**src/rtl/ahb_mtx_input_stage.sv**
```systemverilog
// ahb_mtx_input_stage
// Per-master input stage of the AHB bus matrix. Samples each address phase
// from the master and presents it as a request to the output-port arbiters.
// When the output stage cannot take the transfer in its sample cycle, the
// transfer is held in a register and the master is stalled. Data-phase
// ready and response from the granted output stage are returned to the master.
//
// Ports:
//   HCLK, HRESET             clock, asynchronous active-high reset
//   HSELS .. HMASTLOCKS      address phase from the master
//   HREADYS                  bus HREADY seen by this port
//   HREADYOUTS, HRESPS       ready / response back to the master
//   req_out, *_out           request + address phase to the output stages
//   addr_accept              output stage takes the address phase this cycle
//   data_ready_in/resp_in    data-phase ready / response from the output stage
//   pend_cycles              stall monitor
//
// Optional feature: define AHB_MTX_PEND_MON_EN to build the pend_cycles
// counter; otherwise pend_cycles is tied to zero.
module ahb_mtx_input_stage #(
  parameter int unsigned ADDR_W = 32
) (
  input  logic              HCLK,
  input  logic              HRESET,
  input  logic              HSELS,
  input  logic [ADDR_W-1:0] HADDRS,
  input  logic [1:0]        HTRANSS,
  input  logic              HWRITES,
  input  logic [2:0]        HSIZES,
  input  logic [2:0]        HBURSTS,
  input  logic [3:0]        HPROTS,
  input  logic              HMASTLOCKS,
  input  logic              HREADYS,
  output logic              HREADYOUTS,
  output logic [1:0]        HRESPS,
  output logic              req_out,
  output logic              sel_out,
  output logic [ADDR_W-1:0] addr_out,
  output logic [1:0]        trans_out,
  output logic              write_out,
  output logic [2:0]        size_out,
  output logic [2:0]        burst_out,
  output logic [3:0]        prot_out,
  output logic              mastlock_out,
  input  logic              addr_accept,
  input  logic              data_ready_in,
  input  logic [1:0]        data_resp_in,
  output logic [7:0]        pend_cycles
);

  localparam logic [1:0] RESP_OKAY = 2'b00;

  typedef enum logic [1:0] {
    ST_IDLE = 2'd0,
    ST_PEND = 2'd1,
    ST_DATA = 2'd2
  } state_t;

  typedef struct packed {
    logic              sel;
    logic [ADDR_W-1:0] addr;
    logic [1:0]        trans;
    logic              write;
    logic [2:0]        size;
    logic [2:0]        burst;
    logic [3:0]        prot;
    logic              mastlock;
  } aphase_t;

  state_t  state;
  aphase_t hold;
  aphase_t live;
  aphase_t out_ph;
  logic    sampled;
  logic    capture;

  // Live address phase from the master
  assign live = '{sel: HSELS, addr: HADDRS, trans: HTRANSS, write: HWRITES,
                  size: HSIZES, burst: HBURSTS, prot: HPROTS, mastlock: HMASTLOCKS};

  // NONSEQ/SEQ only; IDLE and BUSY are answered locally with zero-wait OKAY
  assign sampled = HSELS & HREADYS & HTRANSS[1];

  // A new transfer is sampled but the output stage cannot take it now
  assign capture = sampled & ~addr_accept &
                   ((state == ST_IDLE) | ((state == ST_DATA) & data_ready_in));

  // State register and hold register
  always_ff @(posedge HCLK or posedge HRESET) begin
    if (HRESET) begin
      state <= ST_IDLE;
      hold  <= '0;
    end else begin
      if (capture) begin
        hold <= live;
      end
      case (state)
        ST_IDLE: begin
          if (sampled) begin
            state <= addr_accept ? ST_DATA : ST_PEND;
          end
        end
        ST_PEND: begin
          if (addr_accept) begin
            state <= ST_DATA;
          end
        end
        ST_DATA: begin
          // Completion and a new sample in the same cycle are handled on one edge
          if (data_ready_in) begin
            if (sampled) begin
              state <= addr_accept ? ST_DATA : ST_PEND;
            end else begin
              state <= ST_IDLE;
            end
          end
        end
        default: state <= ST_IDLE;
      endcase
    end
  end

  // Address phase to the output stages: registered while pending, live otherwise
  assign out_ph       = (state == ST_PEND) ? hold : live;
  assign req_out      = (state == ST_PEND) ? 1'b1 : sampled;
  assign sel_out      = out_ph.sel;
  assign addr_out     = out_ph.addr;
  assign trans_out    = out_ph.trans;
  assign write_out    = out_ph.write;
  assign size_out     = out_ph.size;
  assign burst_out    = out_ph.burst;
  assign prot_out     = out_ph.prot;
  assign mastlock_out = out_ph.mastlock;

  // Master-side ready/response; reset forces IDLE so HREADYOUTS rises asynchronously
  always_comb begin
    HREADYOUTS = 1'b1;
    HRESPS     = RESP_OKAY;
    case (state)
      ST_PEND: HREADYOUTS = 1'b0;
      ST_DATA: begin
        HREADYOUTS = data_ready_in;
        HRESPS     = data_resp_in;
      end
      default: begin
        HREADYOUTS = 1'b1;
        HRESPS     = RESP_OKAY;
      end
    endcase
  end

`ifdef AHB_MTX_PEND_MON_EN
  logic [7:0] pend_cnt;

  // Loads 1 on PEND entry, counts further PEND cycles, saturates, holds after exit
  always_ff @(posedge HCLK or posedge HRESET) begin
    if (HRESET) begin
      pend_cnt <= '0;
    end else if (capture) begin
      pend_cnt <= 8'd1;
    end else if ((state == ST_PEND) && !addr_accept && (pend_cnt != 8'hFF)) begin
      pend_cnt <= pend_cnt + 8'd1;
    end
  end

  assign pend_cycles = pend_cnt;
`else
  assign pend_cycles = '0;
`endif

endmodule

```
**config.mk**
```make
export PLATFORM = sky130hd
export DESIGN_NAME = ahb_mtx_input_stage
export DESIGN_NICKNAME = d
export VERILOG_FILES = /design/src/rtl/ahb_mtx_input_stage.sv
export SDC_FILE = /design/constraint.sdc
export NUM_CORES = 1
export LEC_CHECK = 0
export CORE_MARGIN = 2
export CORE_UTILIZATION = 45
export CTS_CLUSTER_DIAMETER = 50
export CTS_CLUSTER_SIZE = 12
export DETAILED_ROUTE_END_ITERATION = 8
export HOLD_SLACK_MARGIN = 0.03
export PLACE_DENSITY_LB_ADDON = 0.25
export REMOVE_ABC_BUFFERS = 1
export SYNTH_ARGS = -nofsm -noshare
export SYNTH_HDL_FRONTEND = slang
export SYNTH_SLANG_ARGS = --single-unit
```
**constraint.sdc**
```tcl
create_clock -name HCLK -period 2.59 [get_ports HCLK]
set_clock_uncertainty 0.15 [all_clocks]
set_input_delay 0.259 -clock HCLK [delete_from_list [all_inputs] [get_ports HCLK]]
set_output_delay 0.259 -clock HCLK [all_outputs]
set_load 0.03 [all_outputs]
```
Word level (Yosys, flattened, before mapping)
Index checks and enable logic that the tools add are counted.
W data, S select, Z words.
{"block": "op_classes", "n_reduce_logical": 2, "bitwise": 7, "eq_ne": 5, "n_mux": 10}
{"cell": "$mux W47", "n": 1}
{"cell": "$mux W2", "n": 6}
{"cell": "$ne A2 B2 Y1 const B", "n": 3}
{"cell": "$pmux W2 S3", "n": 1}
{"cell": "$and A1 B1 Y1", "n": 5}
{"cell": "$reduce_and A3 Y1", "n": 1}
{"cell": "$eq A2 B1 Y1 const B", "n": 1}
{"cell": "$eq A2 B2 Y1 const B", "n": 1}
{"cell": "$logic_not A2 Y1", "n": 1}
{"cell": "$pmux W1 S2", "n": 1}
{"cell": "$mux W1", "n": 1}
{"cell": "$not A1 Y1", "n": 1}
{"cell": "$or A1 B1 Y1", "n": 1}
{"block": "word_totals", "reg_bits": 49, "output_inout_bits": 59}

Logic depth before layout (Yosys ltp)
Gate-level depths: netlist of run 1.
{"block": "logic_depth", "ltp_word": 5, "mapped_depth": 5, "depth_no_buf": 3}

Worst setup path after synthesis of run 1
OpenSTA, ideal clock, no wires.
{"block": "synth_path", "kind": "register -> output", "start": "reg state[0]", "end": "out HREADYOUTS", "t_required_ns": 2.181, "arrival_time_ns": 1.348, "stages_incl_launch_ff": 6, "setup_slack_ns": 0.833, "path_cell_list": "dfrtp_1 > nand2b_1 > clkbuf_1 > buf_2 > inv_1 > nor2_1"}
{"block": "synth_between", "elab_chain_cells": 2, "word_cells_on_any_way": 3}
{"item": "from (decl)", "line": "70", "source": "state_t state;"}
{"item": "from (signal assigned)", "line": "100", "source": "state <= addr_accept ? ST_DATA : ST_PEND;"}
{"item": "from (signal assigned)", "line": "112", "source": "state <= addr_accept ? ST_DATA : ST_PEND;"}
{"item": "$eq A2 B2 Y1 or $eq A2 B1 Y1 (tied branches)", "line": "139", "source": "case (state)"}
{"item": "$pmux W1 S2 (*)", "line": "139"}
{"item": "to (decl)", "line": "34", "source": "output logic HREADYOUTS,"}
Mark *: on every way between the ends. The rest lies on a longest branch, timed or not.

Worst setup path after layout of run 1
{"block": "layout_path", "start": "reg state[0]", "end": "out prot_out[0]"}
{"block": "layout_between", "elab_chain_cells": 2}
{"item": "$eq A2 B1 Y1", "line": "124", "source": "assign out_ph = (state == ST_PEND) ? hold : live;"}
{"item": "$mux W47", "line": "124"}
{"item": "to (decl)", "line": "43", "source": "output logic [3:0] prot_out,"}
No other way between the ends.

==> results.tsv, run 1 <==
metric	value	unit
total gr overflow	0	
normalized max-slew margin	0.6139	
Post-synth EDFFs	0	
HP Class	in2async	
worst reg2reg path endpoint	hold[28]	
Die Y-Extent	78.83	um
first-pass GRT wire length	8293	um
CTS root buffer	clkbuf_8	
DR pass1 iterations	4	
Max clock buf depth	2	
DIE WIDTH	78.83	um
Total GRT Usage	0.1677	
Vias	1728	
# clock sinks	49	
TritonCTS clock tree	built	
largest net degree at the start of global routing	49	
synthesized area per cell	14.24	um2
Crit-path slowest cell	clkdlybuf4s50_1	
most frequent cell after synthesis	mux2_2	
Final setup viols	0	
R2R depth	3	
Peak VDD IR	0.4288	mV
synth unique cells	21	
min Tclk post-route	2.423	ns
CP Launch Type	flip-flop	
design area	3824	um2
Initial Util	0.4604	
I/O pin count	113	
Critical Path Source	state[0]	
Final Max Tran Viols	0	
RSZ-0062 raised after global routing	no	
# H-tree levels	2	
Port Buffer Count	104	
Synth area leaders	dfrtp_1 49%, mux2_2 34%, mux2_1 7.6%, buf_4 3.0%, buf_6 1.3%	
critical path required time	2.18	ns
share of cells above drive strength 1	0.3298	
TNS Setup	0	ns
standard-cell rows	27	
Max Cap Viol	0	
post-cts hold buffer count	0	
vias per inst	4.881	
drt drc	0	
post-CTS sizing	0	
Synth top area share	0.4866	
Post-Syn Instances	177	
final hold viol count	0	
status	complete, no violations	
Inserted Clock Buffers	5	
cell area after synthesis	2520	um2
Core Region	5473	um2
Setup Fix Bufs, Post-CTS	0	
sequential area share after synthesis	0.4866	
crit share post-route	0.9356	
total die area	6214	um2
flop2flop setup slack	0.82	ns
fmax	412.7	MHz
clock latency on the worst-skew pair	0.29	ns
Yosys Warn Count	0	
Synth Register Bits	49	
Worst-Margin Slew	0.5783	ns
crit end category	output port	
placed cell areas	3605	um2
arrival time at the worst endpoint	2.01	ns
worst-path cell chain	nand2b_2 > buf_4 > mux2_2 > clkdlybuf4s50_1	
wire length per cell	14.78	um
RR Startpoint	state[0]	
critical path class	reg2out	
leakage power	1.951	nW
Area growth syn-to-layout	51.74	%
clk slew on worst S/H paths	0.08	ns
vias in the first global route	1846	
gpl congestion	0.6910	
initial antenna violation count	0	
leading area contributor after synthesis	dfrtp_1	
DRT antenna net count	0	
final wirelength	5232	um
Worst Hold Margin	0.1863	ns
predominant post-synthesis flop cell	dfrtp_1	
initial DRC count	31	
n_diodes	0	
Post-synth ARST share	1.000	
Max FO, Critical Path	9	
Crit path largest cell delay	0.59	ns
power per cell area	595.2	nW/um2
top cells by count, synth	75 x mux2_2, 49 x dfrtp_1, 17 x mux2_1, 10 x buf_4, 5 x buf_2	
hpwl dp	3621	um
fin nets	335	
worst max path at each step:
stage | endpoint | depth (start not counted)
floorplan | hold[0] | 2
global placement | HREADYOUTS | 5
detailed placement | burst_out[2] | 4
CTS | burst_out[2] | 4
global route | sel_out | 4
finish | prot_out[0] | 4
per-layer routing:
layer  track usage  vias to the layer above  part of all wire
met3       0.06250                        4             0.096
li1              -                      817                 -
met1        0.2128                      834              0.43
met4       0.03103                        0            0.0034
met5             0                        -                 0
met2        0.2786                       73              0.47
worst max-delay path, delay by kind of cell (launching register included):
| kind | cells | cell delay [ns] |
|---|---|---|
| DFF | 1 | 0.46 |
| muxes | 1 | 0.35 |
| buffers and inverters | 2 | 0.77 |
| and+or+nand+nor | 1 | 0.14 |
per-stage QoR:
step	total power, W	utilization	worst slack (ns)	std cells
2_1_floorplan	0.001487	-	-0.1749	165
3_3_place_gp	0.001734	0.6587	0.3736	346
3_5_place_dp	0.001760	0.6587	0.3568	346
4_1_cts	0.002324	0.6799	0.01501	354
5_1_grt	0.002410	0.6987	0.06446	354
6_report	0.002276	0.6987	0.1667	354
layout by cell type (no fill, tap or decap), types with 2 or more instances in the layout:
cell / instances
dfrtp_1: 49
and3b_1: 2
mux2_2: 75
buf_4: 3
mux2_1: 17
conb_1: 8
or2_2: 2
buf_12: 2
clkdlybuf4s50_1: 63
dlymetal6s2s_1: 41
clkbuf_8: 6
report_power, final:
| group | total, W | internal, W | switching [W] |
|---|---|---|---|
| Clock | 0.000550 | 0.000315 | 0.000235 |
| Sequential | 0.00104 | 0.000956 | 0.0000881 |
| Combinational | 0.000682 | 0.000375 | 0.000307 |
| Total | 0.00228 | 0.00165 | 0.000630 |
final cells by class:
| cell class | count | area [um2] |
|---|---|---|
| Inverter | 2 | 7.507 |
| Fill cell | 411 | 1649 |
| Clock buffer | 7 | 86.33 |
| Sequential cell | 49 | 1226 |
| Clock inverter | 1 | 30.03 |
| Multi-Input combinational cell | 114 | 1177 |
| Timing Repair Buffer | 109 | 1206 |
| Tap cell | 72 | 90.09 |
logic make-up after synthesis:
group           after synthesis  synth area share
mux                          92            0.4111
compound gates                3          0.007945
simple gates                 11           0.03526
flops                        49            0.4866
buf+inv                      21           0.05759
other cells                   1          0.001488
sequential cells by signal, indices dropped and copies added, names as in the netlist:
name	flops
hold	47
state	2
Note: power is estimated with default switching activity, not from simulation.
==> run 2, diff against run 1 <==
CTS_CLUSTER_DIAMETER = 150   (was 50)
RECOVER_POWER = 100   (was default)
==> results.tsv, run 2 (synthesis results as in run 1) <==
metric	value	unit
status	complete, no violations	
part of the power in registers	0.471	
Die Y-Extent	78.83	um
Initial Util	0.4604	
clock power share	0.248	
Crit-path slowest cell	dlygate4sd3_1	
initial antenna violation count	0	
RSZ-0062 raised after global routing	no	
register with the most flip-flops	hold	
Gate power share	0.281	
max reg flops	47	
Inserted Clock Buffers	5	
critical path required time	2.18	ns
crit end category	output port	
final wirelength	5221	um
Filler Cell Count	469	
worst-path cell chain	nand2b_2 > buf_4 > mux2_2 > dlygate4sd3_1	
# clock sinks	49	
Sw Ratio	0.2838	
CP bufs+invs	2	
I/O pin count	113	
Largest regs	hold: 47 flops, state: 2 flops	
CTS root buffer	clkbuf_8	
gpl congestion	0.6910	
Port Buffer Count	104	
Max FO, Critical Path	9	
post-cts hold buffer count	0	
HP Class	reg2reg	
worst reg2reg path endpoint	hold[4]	
total die area	6214	um2
n_diodes	0	
Crit path largest cell delay	0.68	ns
Max clock buf depth	2	
Worst path depth	4	
Worst-Margin Slew	1.036	ns
total gr overflow	0	
R2R depth	4	
initial DRC count	27	
Final Max Tran Viols	0	
hpwl dp	3621	um
flop2flop setup slack	0.61	ns
fin nets	335	
Vias	1743	
DRT antenna net count	0	
normalized max-slew margin	0.3084	
first-pass GRT wire length	8293	um
final hold viol count	0	
standard-cell rows	27	
drt drc	0	
CP Launch Type	flip-flop	
leakage power	1.527	nW
commonest non-fill, non-tap cell in the layout	mux2_2	
Critical Path Source	state[0]	
largest net degree at the start of global routing	49	
most frequent cells in the layout	75 x mux2_2, 51 x clkdlybuf4s50_1, 49 x dfrtp_1	
arrival time at the worst endpoint	2.04	ns
clock latency on the worst-skew pair	0.29	ns
wire length per cell	14.75	um
TNS Setup	0	ns
critical path endpoint	prot_out[0]	
power per cell area	636.0	nW/um2
Core Region	5473	um2
CP top delay family	buffers and inverters	
Switching Power	0.0006291	W
final core utilization	0.6369	
total power	0.002217	W
Internal Power	0.001588	W
# H-tree levels	2	
vias per inst	4.924	
TritonCTS clock tree	built	
Peak VDD IR	0.4228	mV
Area growth syn-to-layout	38.33	%
vias in the first global route	1846	
clk slew on worst S/H paths	0.08	ns
RR Startpoint	state[1]	
critical path class	reg2out	
share of cells above drive strength 1	0.3121	
min Tclk post-route	2.450	ns
Total GRT Usage	0.1677	
Final setup viols	0	
DR pass1 iterations	4	
DIE WIDTH	78.83	um
Max Cap Viol	0	
fmax	408.2	MHz
crit share post-route	0.9458	
run 2: changes by cell type in the layout (fill, tap and decap cells not counted), moves of 2 or more:
cell and delta:
clkbuf_1 +35, dlymetal6s2s_1 -34, clkdlybuf4s50_1 -12, dlygate4sd3_1 +12, buf_4 -2
run 2: repair_timing:
action                     4_1_cts  5_1_grt
gates resized for setup          0       41
setup endpoints to repair        0       41
buffers inserted                 0        0
run 2: area by class of cell:
| type | instances | area (um2) | area share |
|---|---|---|---|
| repair buffers | 109 | 888.4 | 0.2548 |
| clock inverters | 1 | 30.03 | 0.008615 |
| inverters | 2 | 7.507 | 0.002154 |
| flip-flops and latches | 49 | 1226 | 0.3518 |
| well taps | 72 | 90.09 | 0.02584 |
| clock buffers | 7 | 86.33 | 0.02477 |
| multi-input cells | 114 | 1157 | 0.3320 |
run 2: how the worst min path moves through the flow:
stage / end / slack [ns] / start / depth (start not counted)
global placement: hold[46] / 0.30 / hold[46] / 1
global route: hold[46] / 0.35 / hold[46] / 1
floorplan: state[0] / 0.21 / addr_accept / 1
CTS: hold[32] / 0.20 / HRESET / 2
finish: hold[46] / 0.32 / hold[46] / 1
detailed placement: hold[46] / 0.30 / hold[46] / 1
run 2: metrics by stage:
step | setup WS, ns | cell area, um2 | std cells | hold WS (ns)
6_report | 0.1403 | 3486 | 354 | 0.3187
4_1_cts | 0.01501 | 3721 | 354 | 0.1987
2_1_floorplan | -0.1749 | 2409 | 165 | 0.2088
5_1_grt | 0.02143 | 3486 | 354 | 0.3514
3_5_place_dp | 0.3568 | 3605 | 346 | 0.3029
3_3_place_gp | 0.3736 | 3605 | 346 | 0.3001
run 2: metal layers:
metal  GRT usage  vias to the layer above  wire length (um)
met5           0                        -                 0
met4     0.03103                        0                 8
met3     0.06250                        2               471
met2      0.2786                       69              2470
met1      0.2128                      854              2270
li1            -                      818                 -
run 2: power groups by stage:
| stage | registers, W | logic [W] | clock network (W) |
|---|---|---|---|
| after CTS | 0.00105 | 0.000701 | 0.000576 |
| after floorplan | 0.00103 | 0.000456 | 0 |
| final | 0.00104 | 0.000622 | 0.000550 |
| after global placement | 0.00105 | 0.000684 | 0 |
| after detailed placement | 0.00106 | 0.000698 | 0 |
| after global routing | 0.00107 | 0.000669 | 0.000608 |
run 2: worst reg2reg max path, delay by kind of cell (launching register included):
| kind | cells | cell delay [ns] |
|---|---|---|
| AND/OR/NAND/NOR | 2 | 0.59 |
| flip-flops | 1 | 0.42 |
| multiplexers | 1 | 0.38 |
| buffers and inverters | 1 | 0.33 |
